### config.mk
export PLATFORM = sky130hd
export DESIGN_NAME = eeg_epoch_loader
export DESIGN_NICKNAME = d
export VERILOG_FILES = /design/src/rtl/eeg_epoch_loader.sv
export SDC_FILE = /design/constraint.sdc
export NUM_CORES = 1
export LEC_CHECK = 0
export ABC_CLOCK_PERIOD_IN_PS = 5900
export CAP_MARGIN = 10
export CORE_MARGIN = 3
export CORE_UTILIZATION = 46
export CTS_CLUSTER_DIAMETER = 60
export DETAILED_ROUTE_END_ITERATION = 7
export HOLD_SLACK_MARGIN = 0.02
export PLACE_DENSITY = 0.8
export SYNTH_ARGS = -nofsm -noshare
export SYNTH_HDL_FRONTEND = slang
export SYNTH_SLANG_ARGS = --single-unit
### constraint.sdc
create_clock -name clk -period 5.9 [get_ports clk]
set_input_delay 1.18 -clock clk [delete_from_list [all_inputs] [get_ports clk]]
set_output_delay 1.18 -clock clk [all_outputs]
set_load 0.005 [all_outputs]
### src/rtl/eeg_epoch_loader.sv
`default_nettype none
// ============================================================================
//  Module      : eeg_epoch_loader
//  Description : Accepts raw EEG samples over valid/ready, converts each one
//                to the compute fixed-point format and writes it to
//                consecutive intermediate-result addresses. After a full
//                epoch it pulses new_sleep_epoch, then waits for
//                inference_complete before loading the next epoch.
//                Optional build macro EEG_LOADER_DROP_EN: while waiting for
//                inference, keep accepting samples and discard them, counting
//                each one in dropped_count (saturating).
//  Revision    : 1.0 - initial release
// ============================================================================
module eeg_epoch_loader #(
    parameter int NUM_SAMPLES = 3840,
    parameter int BASE_ADDR   = 0,
    parameter int ADDR_W      = 16,
    parameter int SAMPLE_W    = 16,
    parameter int DATA_W      = 22,
    parameter int FRAC_SHIFT  = 4,
    parameter int FORMAT_CODE = 0
) (
    input  logic                clk,
    input  logic                rst,
    input  logic                sample_valid,
    output logic                sample_ready,
    input  logic [SAMPLE_W-1:0] sample_data,
    output logic                int_res_write_en,
    output logic                int_res_chip_en,
    output logic [ADDR_W-1:0]   int_res_write_addr,
    output logic [DATA_W-1:0]   int_res_write_data,
    output logic                int_res_write_data_width,
    output logic [2:0]          int_res_write_format,
    output logic                new_sleep_epoch,
    input  logic                inference_complete,
    output logic [15:0]         epoch_count,
    output logic [15:0]         dropped_count
);

    localparam int IDX_W = (NUM_SAMPLES > 1) ? $clog2(NUM_SAMPLES) : 1;

`ifdef EEG_LOADER_DROP_EN
    // Keep the upstream ADC flowing while the accelerator is busy.
    localparam logic WAIT_READY = 1'b1;
`else
    // Back-pressure the upstream source while the accelerator is busy.
    localparam logic WAIT_READY = 1'b0;
`endif

    typedef enum logic [1:0] {
        FILL     = 2'd0,
        TRIGGER  = 2'd1,
        WAIT_INF = 2'd2
    } state_t;

    state_t               state;
    state_t               state_nxt;
    logic [IDX_W-1:0]     idx;
    logic [IDX_W-1:0]     idx_nxt;
    logic                 ready_nxt;
    logic                 write_nxt;
    logic                 pulse_nxt;
    logic                 handshake;
    logic                 last_sample;
    logic signed [SAMPLE_W-1:0] sample_s;
    logic signed [DATA_W-1:0]   sample_ext;
    logic [DATA_W-1:0]          sample_conv;

    assign handshake   = sample_valid & sample_ready;
    assign last_sample = (idx == IDX_W'(NUM_SAMPLES - 1));

    // Sign-extend to the compute width, then scale into the fractional format.
    assign sample_s    = sample_data;
    assign sample_ext  = DATA_W'(sample_s);
    assign sample_conv = sample_ext << FRAC_SHIFT;

    assign int_res_write_data_width = 1'b0;
    assign int_res_write_format     = 3'(FORMAT_CODE);

    // State register.
    always_ff @(posedge clk or posedge rst) begin
        if (rst) begin
            state <= FILL;
        end else begin
            state <= state_nxt;
        end
    end

    // Next-state and next-output decode; all outputs are registered below.
    always_comb begin
        state_nxt = state;
        idx_nxt   = idx;
        ready_nxt = sample_ready;
        write_nxt = 1'b0;
        pulse_nxt = 1'b0;
        case (state)
            FILL: begin
                ready_nxt = 1'b1;
                if (handshake) begin
                    write_nxt = 1'b1;
                    if (last_sample) begin
                        // Drop ready together with the final write so no
                        // sample of the next epoch slips in before TRIGGER.
                        idx_nxt   = '0;
                        ready_nxt = 1'b0;
                        state_nxt = TRIGGER;
                    end else begin
                        idx_nxt = idx + 1'b1;
                    end
                end
            end
            TRIGGER: begin
                pulse_nxt = 1'b1;
                ready_nxt = WAIT_READY;
                state_nxt = WAIT_INF;
            end
            WAIT_INF: begin
                ready_nxt = WAIT_READY;
                if (inference_complete) begin
                    ready_nxt = 1'b1;
                    state_nxt = FILL;
                end
            end
            default: begin
                idx_nxt   = '0;
                ready_nxt = 1'b0;
                state_nxt = FILL;
            end
        endcase
    end

    // Sample index, handshake output and memory write port registers.
    always_ff @(posedge clk or posedge rst) begin
        if (rst) begin
            idx                <= '0;
            sample_ready       <= 1'b0;
            int_res_write_en   <= 1'b0;
            int_res_chip_en    <= 1'b0;
            int_res_write_addr <= ADDR_W'(BASE_ADDR);
            int_res_write_data <= '0;
        end else begin
            idx              <= idx_nxt;
            sample_ready     <= ready_nxt;
            int_res_write_en <= write_nxt;
            int_res_chip_en  <= write_nxt;
            if (write_nxt) begin
                int_res_write_addr <= ADDR_W'(BASE_ADDR) + ADDR_W'(idx);
                int_res_write_data <= sample_conv;
            end
        end
    end

    // Epoch hand-off pulse and completed-epoch counter (wraps naturally).
    always_ff @(posedge clk or posedge rst) begin
        if (rst) begin
            new_sleep_epoch <= 1'b0;
            epoch_count     <= 16'd0;
        end else begin
            new_sleep_epoch <= pulse_nxt;
            if (pulse_nxt) begin
                epoch_count <= epoch_count + 16'd1;
            end
        end
    end

`ifdef EEG_LOADER_DROP_EN
    // Count samples discarded while waiting for inference, saturating.
    always_ff @(posedge clk or posedge rst) begin
        if (rst) begin
            dropped_count <= 16'd0;
        end else if ((state == WAIT_INF) && handshake && (dropped_count != 16'hFFFF)) begin
            dropped_count <= dropped_count + 16'd1;
        end
    end
`else
    assign dropped_count = 16'd0;
`endif

endmodule
`default_nettype wire

==> results.py, run 1 <==
metrics = {
    "timing": {
        "clock-skew-final_ns": 0.00486,
        "setup_viol": 0,
        "period_minus_slack_ns": 2.70,
        "fmax_ghz": 0.371,
        "final.setup.worst_slack_ns": 3.20,
        "period_share": 0.457,
        "relSlewSlack": 0.500,
        "finalSetupTns_ns": 0,
        "rsz0062_at_grt": "no",
        "finalHoldViolations": 0,
        "tightest_slew_ns": 0.750,
        "slew_violations": 0,
    },
    "clock_tree": {
        "clkSinkCount": 61,
        "cts_tree": "done",
        "cts_buffers": 9,
        "cts_buffer_depth": 2,
        "clk_latency_ns": 0.33,
        "path_clk_slew_ns": 0.07,
        "post_cts_resized": 0,
        "htree_num_levels": 3,
        "cts-root-buf": "clkbuf_8",
        "post_cts_buffers": 0,
        "cts.hold.buffers_added": 0,
    },
    "synthesis": {
        "syn_area_um2": 2940,
        "ys_warn_count": 0,
        "seq_area_frac_synth": 0.520,
        "postSynthCellCount": 248,
        "ys_ff_latch": 61,
        "synthFlopType": "dfrtp_1",
        "syn_area_per_cell_um2": 11.8,
        "synth-edff-count": 0,
        "synth.distinct_cells": 44,
        "async_reset_ff_frac": 1.00,
    },
    "final_layout": {
        "fillers": 476,
        "nets": 343,
        "diodes": 0,
        "area_delta_synth_final_pct": 28.4,
        "layout-drive-gt1-share": 0.176,
    },
    "global_routing": {
        "grt_usage": 0.162,
        "grt_pass1_vias": 1991,
        "grt_overflow": 0,
        "grt_pass1_wl_um": 9490,
        "grt_max_degree": 62,
        "antenna_found_initial": 0,
    },
    "floorplanning": {
        "die_h_um": 85.9,
        "fp-row-count": 28,
        "num_io_pins": 98,
        "die_w_um": 85.9,
        "die_area_um2": 7380,
        "core_area_um2": 6060,
        "start_util": 0.485,
    },
    "setup_path": {
        "critPathArrivalTime_ns": 2.91,
        "reg2reg_depth": 5,
        "start_kind": "input port",
        "crit_path_end_kind": "flop",
        "r2r_slack_ns": 3.62,
        "r2r-end": "int_res_write_data[6]",
        "required_ns": 6.11,
        "r2r-start": "state[1]",
        "path_max_fanout": 17,
        "critPathKind": "in -> reg",
    },
    "pwr": {
        "ir_worst_vdd_mv": 0.164,
        "p_leak_uw": 0.00163,
        "power.total_uw": 1170,
        "powerDensity_nw_per_um2": 309,
    },
    "placement": {
        "hpwl_um": 3930,
        "pre_cts_slack_ns": 2.80,
        "gp_congestion": 0.833,
        "io_buffers": 69,
    },
    "routing": {
        "vias": 1964,
        "ant_nets": 0,
        "wire_per_inst_um": 13.8,
        "remaining_drc_errors": 0,
        "routed_via_density": 4.93,
        "routed_wl_um": 5500,
        "drt_first_pass_iters": 4,
        "drt-initial-drc-count": 126,
    },
    "run_status": {
        "status": "complete, no violations",
    },
    "hold_path": {
        "whs_path_depth": 1,
        "worstHoldEndpoint": "epoch_count[15]",
        "hold_class": "reg -> reg",
        "worstHoldStart": "epoch_count[15]",
    },
    "run": {
        "maxCapViolations": 0,
    },
}
## worst max-delay path by stage
stage	start	to	slack, ns	depth (start not counted)
after floorplan	rst	epoch_count[0]	3.21	1
after global placement	sample_valid	int_res_write_data[12]	2.92	4
after detailed placement	sample_valid	int_res_write_data[12]	2.80	4
after CTS	sample_valid	int_res_write_data[12]	3.17	4
after global routing	sample_valid	int_res_write_data[6]	3.11	4
final	sample_valid	int_res_write_data[6]	3.20	4
## cell families after synthesis
logic type      count (synthesis)  share of synthesized area
buf+inv                        45                      0.102
mux                            31                      0.118
flops                          61                      0.520
fa+ha+maj                       5                     0.0213
simple gates                   66                      0.123
xor+xnor                       18                     0.0537
other cells                     1                    0.00128
compound gates                 21                     0.0613
## cell usage after synthesis, types with 5 or more instances
master	n	area share
nand3_1	7	0.012
dfrtp_1	61	0.52
ha_1	5	0.021
mux2_2	30	0.11
buf_4	31	0.079
nand4_1	10	0.021
nor2_1	12	0.015
xor2_1	5	0.015
inv_1	6	0.0077
nand2_1	15	0.019
xnor2_1	13	0.039
## routing by layer
layer | wire length [um] | track usage | part of all wire
met5 | 0 | 0 | 0
met4 | 103 | 0.0863 | 0.019
met3 | 429 | 0.0375 | 0.078
met2 | 2560 | 0.251 | 0.47
met1 | 2400 | 0.212 | 0.44
## where the power goes
group / internal, uW / switching (uW) / total [uW]
clock: 229 / 151 / 380
sequential: 481 / 63.6 / 544
combinational: 144 / 96.1 / 240
## through the flow
stage | cell area (um^2) | instances | utilization | hold WS, ns
after CTS | 3770 | 398 | 0.623 | 0.481
final | 3770 | 398 | 0.623 | 0.478
after detailed placement | 3560 | 382 | 0.588 | 0.471
after global routing | 3770 | 398 | 0.623 | 0.489
after global placement | 3560 | 382 | 0.588 | 0.458
after floorplan | 3040 | 275 | - | 0.465
## registers in the layout (all words and copies together), names as in the netlist
register	flops
int_res_chip_en	1
int_res_write_data	16
epoch_count	16
idx	12
sample_ready	1
new_sleep_epoch	1
state	2
int_res_write_addr	12
## cells in the final DEF, fill, tap and decap left out, drive strengths merged, types with 4 or more instances in the layout
| cell type | synthesis | final |
|---|---|---|
| mux2 | 30 | 30 |
| clkdlybuf4s50 | 0 | 69 |
| nor2 | 13 | 13 |
| nand3 | 8 | 8 |
| inv | 6 | 6 |
| o21ai | 4 | 4 |
| nor4 | 5 | 5 |
| ha | 5 | 5 |
| nand4 | 10 | 10 |
| and3 | 4 | 4 |
| a21oi | 4 | 4 |
| xor2 | 5 | 5 |
| dfrtp | 61 | 61 |
| xnor2 | 13 | 13 |
| conb | 1 | 28 |
| clkbuf | 4 | 13 |
| nand2 | 15 | 15 |
## layout make-up
type,instances,area (um^2),share of cell area
repair buffers,71,706,0.187
multi-input cells,169,1210,0.322
clock inverters,3,42.5,0.0113
flip-flops and latches,61,1530,0.405
inverters,6,22.5,0.00597
clock buffers,13,169,0.0448
well taps,75,93.8,0.0249
## critical path, cell delays in order
cell	delay, ns
clkdlybuf4s50_1	0.54
nand3_1	0.47
buf_4	0.41
mux2_2	0.29
Power figures use the tool's default switching activity.
==> run 2: changes to the inputs <==
Settings changed: ABC_CLOCK_PERIOD_IN_PS 5900 to 2200, CORE_UTILIZATION 46 to 41, PLACE_DENSITY 0.8 to 0.76.
Clock period 5.9 ns to 2.2 ns, I/O delays scaled along.
==> run 2 against run 1 <==
  * Utilization shrank 6.4 points
  * Wire length increased by 1.2%
  * Worst setup slack got worse by 2.9 ns
  * Via count is 1.1% higher
  * Worst hold slack got worse by 0.010 ns
  * Clock power grew to 2.7 times the previous value
  * Count of clock-buffer cells in the layout unchanged
  * Combinational power rose to 2.8 times the previous value
  * Die area increased by 11%
  * Largest power group unchanged
==> results.py, run 2 (synthesized netlist as in run 1, its figures left out) <==
metrics = {
    "run_status": {
        "status": "complete, no violations",
    },
    "final_layout": {
        "layout-drive-gt1-share": 0.182,
        "area_delta_synth_final_pct": 30.7,
        "nets": 345,
        "fillers": 595,
        "postLayoutCoreUtil": 0.559,
        "regArea_um2": 1530,
        "multiInputGateArea_um2": 1210,
        "top_regs": "epoch_count: 16 flops, int_res_write_data: 16 flops",
        "diodes": 0,
        "final_common_cell": "clkdlybuf4s50_1",
        "final_area_um2": 3840,
        "final_cell_mix": "clkdlybuf4s50_1 (69), dfrtp_1 (61), mux2_2 (30), conb_1 (28), nand2_1 (15)",
    },
    "routing": {
        "ant_nets": 0,
        "drt_first_pass_iters": 4,
        "remaining_drc_errors": 0,
        "vias": 1985,
        "routed_via_density": 4.71,
        "drt-initial-drc-count": 85,
        "wire_per_inst_um": 13.2,
        "routed_wl_um": 5560,
    },
    "floorplanning": {
        "start_util": 0.428,
        "core_area_um2": 6870,
        "fp-row-count": 30,
        "die_h_um": 90.7,
        "die_w_um": 90.7,
        "num_io_pins": 98,
        "die_area_um2": 8220,
    },
    "timing": {
        "finalSetupTns_ns": 0,
        "setup_viol": 0,
        "final.setup.worst_slack_ns": 0.344,
        "slew_violations": 0,
        "rsz0062_at_grt": "no",
        "fmax_ghz": 0.539,
        "finalHoldViolations": 0,
        "period_minus_slack_ns": 1.86,
        "clock-skew-final_ns": 0.00793,
        "period_share": 0.844,
    },
    "setup_path": {
        "r2r-start": "state[0]",
        "slowest_stage": "dfrtp_1",
        "required_ns": 2.41,
        "critPathKind": "reg -> reg",
        "critPathLaunch": "state[0]",
        "slowest_delay_ns": 0.39,
        "crit_path_end_kind": "flop",
        "reg2reg_depth": 6,
        "path_cells": "inv_1, ha_1, nand3b_1, nor4_2, nand4_1, o211a_1",
        "r2r_slack_ns": 0.34,
        "start_kind": "flop",
        "path_max_fanout": 7,
        "r2r-end": "idx[11]",
        "critPathArrivalTime_ns": 2.07,
    },
    "global_routing": {
        "grt_pass1_vias": 1964,
        "grt_usage": 0.142,
        "grt_pass1_wl_um": 9490,
        "grt_max_degree": 62,
        "grt_overflow": 0,
        "antenna_found_initial": 0,
    },
    "clock_tree": {
        "post_cts_resized": 0,
        "clk_latency_ns": 0.33,
        "clkSinkCount": 61,
        "cts_tree": "done",
        "post_cts_buffers": 0,
        "cts_buffer_depth": 2,
        "htree_num_levels": 3,
        "cts-root-buf": "clkbuf_8",
        "cts.hold.buffers_added": 0,
        "cts_buffers": 9,
        "path_clk_slew_ns": 0.07,
    },
    "placement": {
        "io_buffers": 69,
        "pre_cts_slack_ns": 0.262,
        "placed_area_um2": 3630,
        "hpwl_um": 3990,
        "gp_congestion": 0.840,
    },
    "pwr": {
        "ir_worst_vdd_mv": 0.390,
        "p_leak_uw": 0.00165,
        "powerDensity_nw_per_um2": 820,
        "power.total_uw": 3150,
    },
    "hold_path": {
        "hold_class": "in -> async",
    },
    "run": {
        "maxCapViolations": 0,
    },
}
-- run 2: changes by cell type in the layout (fill, tap and decap cells not counted), sizes merged --
cell  change
buf       +2
-- run 2: report_power, final --
part	internal (uW)	switching, uW	total (uW)	leakage (uW)
clock	615	414	1030	0.000106
combinational	394	268	662	0.000823
sequential	1290	169	1460	0.000722
total	2300	851	3150	0.00165
-- run 2: area by class of cell --
cell class | instances | share of cell area
multi-input cells | 169 | 0.316
flip-flops and latches | 61 | 0.398
inverters | 6 | 0.00587
well taps | 96 | 0.0313
clock inverters | 3 | 0.0111
repair buffers | 73 | 0.194
clock buffers | 13 | 0.0440
-- run 2: worst max-delay path by stage --
stage	endpoint	slack (ns)	depth (start not counted)
after CTS	idx[11]	0.34	6
final	idx[11]	0.34	6
after global placement	idx[3]	0.29	5
after detailed placement	idx[11]	0.26	5
after floorplan	epoch_count[0]	0.25	1
after global routing	idx[11]	0.22	6
-- run 2: worst max-delay path, delay by kind of cell, from the launching register on --
kind | cells | cell delay, ns
and+or+nand+nor | 3 | 0.76
adders and majority gates | 1 | 0.38
DFF | 1 | 0.39
AOI/OAI and AO/OA | 1 | 0.14
buffers and inverters | 1 | 0.08
-- run 2: per-stage QoR --
stage,hold WS (ns),instances
final,0.467,421
after global routing,0.509,421
after CTS,0.485,421
after detailed placement,0.475,405
after global placement,0.458,405
after floorplan,0.465,275
-- run 2: per-layer routing --
metal | track usage | vias up | share of wire
met5 | 0 | - | 0
met4 | 0.0638 | 0 | 0.0072
met3 | 0.0333 | 3 | 0.059
met2 | 0.234 | 70 | 0.48
met1 | 0.176 | 957 | 0.45
li1 | - | 955 | -
==> run 3: changes to the inputs <==
Settings changed: ABC_CLOCK_PERIOD_IN_PS 2200 to 1510.
Clock period 2.2 ns to 1.51 ns, I/O delays scaled along.
==> run 3 against run 2 <==
  * The run now ends with negative setup slack left
  * Clock skew down 0.0042 ns
  * Register-to-register slack worse by 0.50 ns
  * Via count up 17%
  * Count of clock-buffer cells in the layout down 1
==> results.py, run 3 (synthesized netlist as in run 1, its figures left out) <==
metrics = {
    "global_routing": {
        "grt_overflow": 0,
        "grt_pass1_vias": 2300,
        "antenna_found_initial": 0,
        "grt_max_degree": 31,
        "grt_pass1_wl_um": 11100,
        "grt_usage": 0.168,
    },
    "final_layout": {
        "final_cell_mix": "buf_4 (61), dfrtp_1 (58), mux2_2 (29), conb_1 (28), clkdlybuf4s50_1 (28)",
        "postLayoutCoreUtil": 0.666,
        "top_regs": "epoch_count: 16 flops, int_res_write_data: 16 flops",
        "area_delta_synth_final_pct": 55.7,
        "fin_cells": 486,
        "layout-drive-gt1-share": 0.377,
        "final_common_cell": "buf_4",
        "diodes": 0,
        "nets": 410,
    },
    "floorplanning": {
        "die_w_um": 90.7,
        "start_util": 0.428,
        "die_h_um": 90.7,
        "core_area_um2": 6870,
        "die_area_um2": 8220,
        "num_io_pins": 98,
        "fp-row-count": 30,
    },
    "clock_tree": {
        "cts_buffer_depth": 2,
        "path_clk_slew_ns": 0.07,
        "htree_num_levels": 3,
        "cts_buffers": 9,
        "clkSinkCount": 61,
        "cts_tree": "done",
        "clk_latency_ns": 0.33,
        "cts-root-buf": "clkbuf_8",
    },
    "timing": {
        "final.setup.worst_slack_ns": -0.153,
        "rsz0062_at_grt": "yes",
        "clock-skew-final_ns": 0.00369,
        "fmax_ghz": 0.601,
        "period_minus_slack_ns": 1.66,
        "period_share": 1.10,
        "slew_violations": 0,
        "fin_hold_ws_ns": 0.245,
        "setup_viol": 11,
        "finalHoldViolations": 0,
    },
    "routing": {
        "routed_via_density": 4.79,
        "vias": 2330,
        "routed_wl_um": 7020,
        "wire_per_inst_um": 14.5,
        "drt-initial-drc-count": 73,
        "remaining_drc_errors": 0,
        "drt_first_pass_iters": 4,
        "ant_nets": 0,
    },
    "setup_path": {
        "path_delay_family": "flip-flops",
        "path_cells": "inv_2, ha_4, buf_4, or2_4, buf_4, o21ai_2, o21ai_1",
        "critPathArrivalTime_ns": 1.87,
        "critPathKind": "reg -> reg",
        "cpMostUsedCell": "buf_4",
        "required_ns": 1.72,
        "crit_path_end_kind": "flop",
        "critPathBufInv": 3,
        "slowest_delay_ns": 0.40,
        "start_kind": "flop",
        "path_max_fanout": 8,
        "slowest_stage": "dfrtp_1",
    },
    "placement": {
        "hpwl_um": 4520,
        "pre_cts_slack_ns": -0.277,
        "gp_congestion": 0.905,
        "dp_cells": 433,
        "io_buffers": 69,
    },
    "run_status": {
        "violations": "negative setup slack",
        "status": "finished, violations left",
    },
    "run": {
        "maxCapViolations": 0,
    },
    "pwr": {
        "ir_worst_vdd_mv": 0.726,
        "powerDensity_nw_per_um2": 1120,
        "p_leak_uw": 0.00234,
    },
    "hold_path": {
        "hold_class": "in -> async",
    },
}
-- run 3: worst paths after layout --
check	startpoint	to	slack, ns	cells after the start
max reg2reg	state[1]	idx[2]	-0.15	7
max in group asynchronous	rst	idx[0]	0.86	3
max	state[1]	idx[2]	-0.15	7
min	rst	new_sleep_epoch	0.24	2
min in group clk	sample_valid	state[0]	0.47	3
min reg2reg	int_res_write_addr[10]	int_res_write_addr[10]	0.50	1
-- run 3: area by class of cell --
class / instances / area, um^2
well taps: 96 / 120
inverters: 6 / 26.3
clock buffers: 12 / 155
clock inverters: 4 / 70.1
flip-flops and latches: 61 / 1530
repair buffers: 138 / 1320
multi-input cells: 169 / 1350
fillers: 539 / 2290
-- run 3: power breakdown --
part	switching, uW	internal, uW
Combinational	659	811
Sequential	135	1880
Clock	620	1010
-- run 3: worst register-to-register path: cells and delay by family (launching register included) --
family / cells / cell delay (ns)
AND/OR/NAND/NOR: 1 / 0.29
adder cells (fa/ha/maj): 1 / 0.20
flip-flops: 1 / 0.40
AO/OA/AOI/OAI: 2 / 0.26
buffers and inverters: 3 / 0.41
-- run 3: layer usage --
layer / track usage / vias to the layer above / wire, um
li1: - / 1090 / -
met1: 0.220 / 1142 / 2910
met2: 0.272 / 84 / 3600
met3: 0.0433 / 14 / 359
met4: 0.0548 / 0 / 156
met5: 0 / - / 0
-- run 3: timing repair --
item,in CTS,in global routing
hold buffers,0,0
endpoints found under the setup margin,40,50
setup buffers,28,9
pin swaps,9,18
resized for setup,30,39
-- run 3: stage by stage --
step	TNS (ns)	cell area [um^2]	power [uW]
finish	-0.779	4580	5120
global route	-3.57	4580	5400
CTS	-0.694	4400	5110
detailed placement	-8.48	3910	3370
global placement	-7.17	3910	3330
floorplan	-0.680	3110	2720
